**src/rtl/dpram_port_arbiter.sv**
```systemverilog
// ---------------------------------------------------------------------------
// dpram_port_arbiter
//
// Front-end controller for the 8-bit true dual-port RAM. Two independent
// requesters (A and B) issue read/write requests; the controller clears the
// RAM after reset, serialises same-address collisions with a round-robin
// pointer and returns exactly one response per accepted request, one cycle
// after acceptance.
//
// Optional feature macro: DPRAM_ARB_STATS_EN
//    defined     -> conflict_cnt counts collision cycles (saturating)
//    not defined -> conflict_cnt is tied to zero
//
// Ports
//    clk, rst                     clock, asynchronous active-high reset
//    a_valid/a_ready, a_we,       requester A handshake and request fields
//    a_addr, a_wdata
//    a_resp_valid, a_resp_rdata,  requester A one-cycle response
//    a_resp_err
//    b_*                          same set for requester B
//    ram_rst                      synchronous clear to the RAM
//    ram_we_x, ram_add_x,         RAM port x write enable / address / data
//    ram_data_x
//    ram_read_a, ram_read_b       RAM registered read data
//    conflict_cnt                 collision statistics counter
// ---------------------------------------------------------------------------
module dpram_port_arbiter #(
   parameter int AW          = 8,
   parameter int DW          = 8,
   parameter int DEPTH       = 20,
   parameter int INIT_CYCLES = 2
) (
   input  logic          clk,
   input  logic          rst,
   input  logic          a_valid,
   output logic          a_ready,
   input  logic          a_we,
   input  logic [AW-1:0] a_addr,
   input  logic [DW-1:0] a_wdata,
   input  logic          b_valid,
   output logic          b_ready,
   input  logic          b_we,
   input  logic [AW-1:0] b_addr,
   input  logic [DW-1:0] b_wdata,
   output logic          a_resp_valid,
   output logic [DW-1:0] a_resp_rdata,
   output logic          a_resp_err,
   output logic          b_resp_valid,
   output logic [DW-1:0] b_resp_rdata,
   output logic          b_resp_err,
   output logic          ram_rst,
   output logic          ram_we_a,
   output logic          ram_we_b,
   output logic [AW-1:0] ram_add_a,
   output logic [AW-1:0] ram_add_b,
   output logic [DW-1:0] ram_data_a,
   output logic [DW-1:0] ram_data_b,
   input  logic [DW-1:0] ram_read_a,
   input  logic [DW-1:0] ram_read_b,
   output logic [15:0]   conflict_cnt
);

   typedef enum logic {ST_INIT, ST_RUN} state_t;

   localparam int            CW        = (INIT_CYCLES > 1) ? $clog2(INIT_CYCLES) : 1;
   localparam logic [CW-1:0] INIT_LAST = CW'(INIT_CYCLES - 1);
   localparam logic [AW:0]   DEPTH_L   = (AW + 1)'(DEPTH);

   state_t        state;
   state_t        state_next;
   logic [CW-1:0] init_cnt;
   logic          run;

   logic          rr_ptr;
   logic          collision;
   logic          a_in_range;
   logic          b_in_range;
   logic          a_drive;
   logic          b_drive;

   logic          a_rd_pending;
   logic          b_rd_pending;
   logic          b_from_a;

   // State register: reset always lands in INIT so the RAM is cleared again.
   always_ff @(posedge clk or posedge rst) begin
      if (rst) begin
         state <= ST_INIT;
      end else begin
         state <= state_next;
      end
   end

   // Counts the posedges spent in INIT; holds its final value once RUN is
   // reached, and only a reset brings it back to zero.
   always_ff @(posedge clk or posedge rst) begin
      if (rst) begin
         init_cnt <= '0;
      end else if (state == ST_INIT && init_cnt != INIT_LAST) begin
         init_cnt <= init_cnt + CW'(1);
      end
   end

   // Next-state logic: INIT lasts exactly INIT_CYCLES edges, RUN is sticky.
   always_comb begin
      state_next = state;
      case (state)
         ST_INIT: if (init_cnt == INIT_LAST) state_next = ST_RUN;
         ST_RUN:  state_next = ST_RUN;
         default: state_next = ST_INIT;
      endcase
   end

   // FSM outputs: the RAM is held in clear for the whole INIT phase and no
   // request can be accepted until RUN.
   always_comb begin
      run     = (state == ST_RUN);
      ram_rst = (state == ST_INIT);
   end

   // Grant logic. A collision is two live requests to one address where at
   // least one writes; only the round-robin favourite (0 = A, 1 = B) wins.
   // Out-of-range requests are still granted so they can be answered with an
   // error, but they never reach the RAM.
   always_comb begin
      collision  = a_valid && b_valid && (a_addr == b_addr) && (a_we || b_we);
      a_ready    = run && a_valid && (!collision || !rr_ptr);
      b_ready    = run && b_valid && (!collision || rr_ptr);
      a_in_range = ({1'b0, a_addr} < DEPTH_L);
      b_in_range = ({1'b0, b_addr} < DEPTH_L);
      a_drive    = a_ready && a_in_range;
      b_drive    = b_ready && b_in_range;
   end

   // RAM port drive. An idle port copies the address and data of the active
   // port with its write enable low: the RAM's port-B write path takes
   // data_a when the addresses match, so the two ports must never disagree.
   always_comb begin
      ram_we_a   = 1'b0;
      ram_add_a  = '0;
      ram_data_a = '0;
      ram_we_b   = 1'b0;
      ram_add_b  = '0;
      ram_data_b = '0;
      if (a_drive) begin
         ram_we_a   = a_we;
         ram_add_a  = a_addr;
         ram_data_a = a_wdata;
      end else if (b_drive) begin
         ram_add_a  = b_addr;
         ram_data_a = b_wdata;
      end
      if (b_drive) begin
         ram_we_b   = b_we;
         ram_add_b  = b_addr;
         ram_data_b = b_wdata;
      end else if (a_drive) begin
         ram_add_b  = a_addr;
         ram_data_b = a_wdata;
      end
   end

   // Round-robin pointer flips only on cycles that actually arbitrate a
   // collision, so a stalled port is served on the very next cycle.
   always_ff @(posedge clk or posedge rst) begin
      if (rst) begin
         rr_ptr <= 1'b0;
      end else if (run && collision) begin
         rr_ptr <= ~rr_ptr;
      end
   end

   // Response pipeline. Everything accepted at one edge is answered in the
   // following cycle. The address-equality flag is captured alongside the
   // grant because the RAM reports a port-B read on ram_read_a whenever both
   // RAM addresses were equal.
   always_ff @(posedge clk or posedge rst) begin
      if (rst) begin
         a_resp_valid <= 1'b0;
         a_resp_err   <= 1'b0;
         a_rd_pending <= 1'b0;
         b_resp_valid <= 1'b0;
         b_resp_err   <= 1'b0;
         b_rd_pending <= 1'b0;
         b_from_a     <= 1'b0;
      end else begin
         a_resp_valid <= a_ready;
         a_resp_err   <= a_ready && !a_in_range;
         a_rd_pending <= a_drive && !a_we;
         b_resp_valid <= b_ready;
         b_resp_err   <= b_ready && !b_in_range;
         b_rd_pending <= b_drive && !b_we;
         b_from_a     <= (ram_add_a == ram_add_b);
      end
   end

   // Read data is only presented for in-range reads; writes and errors
   // answer with zero.
   always_comb begin
      a_resp_rdata = '0;
      b_resp_rdata = '0;
      if (a_rd_pending) begin
         a_resp_rdata = ram_read_a;
      end
      if (b_rd_pending) begin
         b_resp_rdata = b_from_a ? ram_read_a : ram_read_b;
      end
   end

`ifdef DPRAM_ARB_STATS_EN
   // Collision statistics: one count per arbitrated cycle, saturating.
   always_ff @(posedge clk or posedge rst) begin
      if (rst) begin
         conflict_cnt <= '0;
      end else if (run && collision && conflict_cnt != 16'hFFFF) begin
         conflict_cnt <= conflict_cnt + 16'd1;
      end
   end
`else
   assign conflict_cnt = 16'd0;
`endif

endmodule

```
**config.mk**
```make
export PLATFORM = sky130hd
export DESIGN_NAME = dpram_port_arbiter
export DESIGN_NICKNAME = d
export VERILOG_FILES = /design/src/rtl/dpram_port_arbiter.sv
export SDC_FILE = /design/constraint.sdc
export NUM_CORES = 1
export LEC_CHECK = 0
export CAP_MARGIN = 5
export CORE_MARGIN = 3
export CORE_UTILIZATION = 28
export CTS_BUF_LIST = sky130_fd_sc_hd__clkbuf_8 sky130_fd_sc_hd__clkbuf_16
export DETAILED_ROUTE_END_ITERATION = 7
export GPL_TIMING_DRIVEN = 0
export PLACE_DENSITY = 0.8
export SLEW_MARGIN = 20
export SYNTH_ARGS = -nofsm -noshare
export SYNTH_HDL_FRONTEND = slang
export SYNTH_SLANG_ARGS = --single-unit
```
**constraint.sdc**
```tcl
create_clock -name clk -period 2.15 [get_ports clk]
set_clock_uncertainty 0.15 [all_clocks]
set_input_delay 0.3225 -clock clk [delete_from_list [all_inputs] [get_ports clk]]
set_output_delay 0.3225 -clock clk [all_outputs]
set_load 0.02 [all_outputs]
```
==> out/summary.txt <==
Hold_sp = b_we
Skew-Pair Late Insertion Delay = 240 ps
RSZ-0062 raised after global routing = yes
Synth Area in Compound Gates = 10.5%
Worst R2R Path Depth = 8
Synth cell types = 34
CTS tree = done
# port buffers = 104
Placed Area = 0.00269 mm²
Core area = 0.00456 mm²
Die Ht = 76.4 µm
Crit end category = output pin
IO Count = 127
Reg clk slew, reported paths = 50 ps
Area grow syn2layout = 137%
DIE WIDTH = 76.4 µm
Synth Flop Type = dfrtp_1
Vias in the first global route = 1,861
Final Cell Area = 0.00329 mm²
FP Rows = 24
Detailed placer's ending HPWL = 3970 µm
R2R Setup Slk = 290 ps
Top cell type's share of synthesized area = 18.0%
Post-synthesis mux area share = 18.5%
Xor/xnor share of the synthesized area = 6.22%
Fin nets = 360
YS warnings = 0
#FFs+latches synth = 10
Leak = 1.67 nW
Post-route DRC = 0
Area contributors post-synth = dfrtp_1 (18%), buf_4 (13%), mux2_4 (8.6%)
Crit path time final = 2550 ps
Max clock buf depth = 2
R2R Path Start = run$_DFF_PP0_
Maximum VDD drop = 359 µV
Final period util = 119%
Largest family of logic cells by synthesized area = simple AND/OR/NAND/NOR gates
Mapped Area = 0.00139 mm²
Failing checks = negative setup slack
Max-cap violations = 0
Worst path slowest cell = mux2_4
Crit path to = ram_add_b[2]
Worst path required time = 1680 ps
Worst Setup SP = a_valid
Reg2reg end = b_rd_pending$_DFF_PP0_
Final Slew Violations = 0
Drt total wl = 6190 µm
DP Worst Slack = -1330 ps
Syn avg cell area = 9.32 µm²
GRT Util Overall = 19.8%
Total inserted antenna cells = 0
Status = finished with violations
Highest clock rate = 392 MHz
Worst stage delay on the critical path = 300 ps
Number of flops mapped to enable cells by yosys = 0
Grt total ovfl = 0
Worst hold path type = primary input to register
GPL Wtd Cong = 0.804
Setup ws final = -398 ps
Maximum number of pins on one net before global-route repair = 11
Cell taking the most area after synthesis = dfrtp_1
Vias = 1,747
DR iter-0 viols = 47
Wire per inst = 16.7 µm
CP startpoint kind = primary input
Area share of fa/ha/maj cells after synthesis = 0%
Fin util = 72.1%
Number of vias per cell = 4.72
Most frequent CP cell = buf_6
H-tree lvl count = 1
Post-Synthesis Cells = 149
Clock root buffer = clkbuf_8
Global-route wire length before repair = 9290 µm
Critical path class = primary input to output pin
CP max FO = 4
Initial Util = 30.4%
Seq/Total Area, Yosys = 18.0%
Initial antenna violation count = 0
Post-synth ARST share = 100%
Post-synthesis simple-gate area fraction = 28.7%
Die area = 0.00584 mm²
Final hold violation count = 0
Drt pass-1 iters = 4
DRT antenna net count = 0
CP cell instances = clkdlybuf4s15_1 -> o2111ai_4 -> buf_6 -> nor4_4 -> buf_4 -> or2_1 -> buf_6 -> mux2_4 -> buf_6
Final setup violating endpoints = 29
Layout cells sized above 1 = 55.1%
Critical Path AT = 2080 ps
# clock sinks = 10
Pwr Density = 264 mW/mm²
Number of CTS-inserted buffers = 3
## per-layer routing
layer / share of wire (%) / track usage (%) / vias to the layer above
met1: 39 / 22.3 / 845
li1: - / - / 791
met3: 7.3 / 5.67 / 18
met2: 52 / 36.3 / 93
met4: 1.7 / 5.07 / 0
met5: 0 / 0 / -
## area by class of cell
| cell class | instances | area, µm² |
|---|---|---|
| multi-input combinational | 127 | 1280 |
| sequential | 10 | 251 |
| tap | 65 | 81.3 |
| buffer | 29 | 256 |
| inverter | 3 | 11.3 |
| fill | 325 | 1270 |
| timing repair buffer | 132 | 1360 |
| clock buffer | 4 | 55.1 |
## cell usage after synthesis, drive strengths merged (3+ instances only)
cell type	number
buf	28
a31o	13
mux2	13
and2	12
nor3b	11
dfrtp	10
xnor2	9
mux2i	8
nor2	8
nor2b	8
nand2	4
inv	3
nand3	3
nor4	3
or2	3
## cells in the final DEF, fill, tap and decap left out, types with 2 or more instances in the layout
cell type | synthesis | layout
buf_8 | 0 | 2
nor4b_4 | 0 | 2
dlymetal6s2s_1 | 0 | 5
dfrtp_1 | 10 | 9
or2_1 | 1 | 2
clkdlybuf4s50_1 | 0 | 49
nor2b_1 | 8 | 8
nor3b_2 | 0 | 9
xnor2_2 | 1 | 3
mux2i_1 | 8 | 8
nor2_1 | 8 | 7
inv_1 | 3 | 2
buf_6 | 2 | 42
clkbuf_8 | 0 | 4
nand3_1 | 2 | 2
a31o_4 | 0 | 9
xnor2_4 | 0 | 5
buf_2 | 1 | 11
clkbuf_2 | 0 | 2
buf_12 | 1 | 6
conb_1 | 1 | 22
nand2_2 | 0 | 2
mux2_4 | 8 | 13
nor4_4 | 2 | 2
nand2_1 | 4 | 2
buf_4 | 24 | 40
and2_1 | 12 | 11
nor3_1 | 2 | 2
nor3b_1 | 11 | 2
a31o_2 | 11 | 4
## critical path: cells and delay by family
kind                   cells  cell delay (ps)
AND/OR/NAND/NOR            2              400
multiplexers               1              300
buffers and inverters      5              870
AO/OA/AOI/OAI              1              180
## flip-flops by register name, indices dropped and copies added, names as in the netlist
name / cells
a_resp_valid: 1
b_rd_pending: 1
a_rd_pending: 1
b_resp_err: 1
b_resp_valid: 1
b_from_a: 1
a_resp_err: 1
run: 1
rr_ptr: 1
init_cnt: 1
## cell families (layout without fill, tap and decap cells)
group / Yosys count / count (layout)
flip-flops: 10 / 10
other: 1 / 22
XOR/XNOR: 9 / 9
multiplexers: 21 / 21
buffers and inverters: 33 / 168
AO/OA/AOI/OAI: 17 / 17
AND/OR/NAND/NOR: 58 / 58
## report_power, final
part	leakage, nW	switching [mW]	internal, mW	total, mW
Clock	0.0288	0.0772	0.161	0.238
Sequential	0.110	0.00363	0.195	0.198
Combinational	1.53	0.188	0.242	0.430
Total	1.67	0.269	0.598	0.867
## how the worst min path moves through the flow
stage / endpoint / cells past startpoint
2_1_floorplan: a_rd_pending$_DFF_PP0_ / 1
3_3_place_gp: run$_DFF_PP0_ / 1
3_5_place_dp: init_cnt$_DFFE_PP0P_ / 1
4_1_cts: b_rd_pending$_DFF_PP0_ / 2
5_1_grt: b_rd_pending$_DFF_PP0_ / 2
6_report: b_rd_pending$_DFF_PP0_ / 2
## what timing repair did
item | 4_1_cts | 5_1_grt
hold buffers | 0 | 0
pin swaps | 23 | 14
setup buffers | 26 | 4
gates resized for setup | 310 | 28
setup endpoints to repair | 41 | 35
gates cloned | 3 | 0
## through the flow
stage	hold WS, ps	TNS (ps)	power (mW)	cells
floorplan	12.7	-207	0.388	170
global placement	281	-37610	0.556	339
detailed placement	301	-38710	0.561	339
CTS	160	-7900	0.851	369
global route	161	-10440	0.906	370
finish	172	-9140	0.867	370
Note: power is estimated with default switching activity, not from simulation.
==> variant (same settings) <==
`INIT_CYCLES`: 2 -> 4.
--- a/src/rtl/dpram_port_arbiter.sv
+++ b/src/rtl/dpram_port_arbiter.sv
@@ -29,5 +29,5 @@
    parameter int DW          = 8,
    parameter int DEPTH       = 20,
-   parameter int INIT_CYCLES = 2
+   parameter int INIT_CYCLES = 4
 ) (
    input  logic          clk,
Function: changed (Yosys sat finds a counterexample within 4 cycles, from zero or initial values and one cycle with rst high).
==> variant against the original RTL <==
  * Cell area up 7.7%
  * Total power is 0.26% lower
  * Sequential cell count up 1
  * Routed wire length is 2.8% lower
  * The flow still finishes with violations (negative setup slack)
  * Combinational power increased by 5.6%
  * Area after synthesis increased by 2.0%
  * First-iteration DRC count decreased by 8.5%
  * Highest routed layer unchanged
  * Setup slack better by 75 ps
==> variant: results <==
[run_status]
outcome = finished, violations left
failed_checks = negative setup slack

[global_route]
via_count_of_the_first_global_routing_pass = 1750
grt_start_max_net_pins = 12
groute.usage.overall_pct = 17.8
met1_usage_pct = 20.7

[place]
placed_area_um2 = 2690
place_congestion = 0.744
dp_hpwl_mm = 3.93
dpl_worst_slack_ps = -1300

[cells_and_area]
final_layout_size_suffix_gt1_share_pct = 55.4
finish.net_count = 368
sequential_cell_area_um2 = 277

[sta]
finalWorstSetupSlack_ps = -323
final-setup-viol-count = 29
setup_tns_after_final_layout_ps = -6410

[power_and_ir_drop]
peakVddDrop_mv = 0.317
switching_share_pct = 30.3
pwr-share-clk_pct = 22.3
p_seq_share_pct = 25.1
static-leakage-power_uw = 0.00172

[worst_setup_path]
path_max_fanout = 5

[synth]
synth_seq_area_share_pct = 19.4
synth_area_leaders = sky130_fd_sc_hd__dfrtp_1, sky130_fd_sc_hd__buf_4, sky130_fd_sc_hd__mux2_4
yosys-top-cells-count = sky130_fd_sc_hd__buf_4, sky130_fd_sc_hd__nor3b_1, sky130_fd_sc_hd__dfrtp_1
synth.distinct_cells = 32

[route]
m1WireLength_mm = 2.17
num_vias = 1715

[clocking]
cts-resized-gates = 323
variant: changes by cell type in the layout (fill, tap and decap cells not counted), sizes merged, moves of 2 or more:
| cell | before | now |
|---|---|---|
| nor3b | 11 | 13 |
| inv | 3 | 5 |
| buf | 102 | 110 |
| nand2 | 4 | 2 |
| clkbuf | 8 | 4 |
| and2 | 12 | 10 |
| clkdlybuf4s15 | 1 | 3 |
variant: per-stage QoR:
step | instances | hold slack, ps
2_1_floorplan | 170 | 24.9
3_3_place_gp | 341 | 312
3_5_place_dp | 341 | 324
4_1_cts | 363 | 239
5_1_grt | 379 | 182
6_report | 379 | 193
variant: cell families (layout without fill, tap and decap cells):
kind of cell,after synthesis,in the layout,synth area share (%)
fa+ha+maj,1,1,0.883
flops,11,11,19.4
xor+xnor,10,10,6.18
mux,22,22,18.9
simple gates,53,53,26.7
other cells,1,22,0.265
buf+inv,34,176,17.8
compound gates,17,17,9.89
variant: worst register-to-register path: cells and delay by family (launching register included):
| family | cells | cell delay [ps] |
|---|---|---|
| and+or+nand+nor | 3 | 580 |
| DFF | 1 | 440 |
| buffers and inverters | 4 | 500 |
variant: layout make-up:
type	instances	area share, %
Buffer	28	7.06
Clock buffer	3	1.17
Clock inverter	1	0.106
Inverter	4	0.424
Multi-Input combinational cell	125	38.1
Sequential cell	11	7.80
Tap cell	67	2.37
Timing Repair Buffer	140	43.0
variant: worst paths after layout:
path	startpoint	to	slack, ps	cells past startpoint
setup reg to reg	run	b_rd_pending	380	7
hold reg to reg	init_cnt[0]	init_cnt[0]	340	1
setup / recovery	a_addr[3]	ram_add_a[1]	-320	10
min in group asynchronous	rst	a_rd_pending	230	2
max in group asynchronous	rst	b_from_a	1300	2
hold / removal	a_we	a_rd_pending	190	2
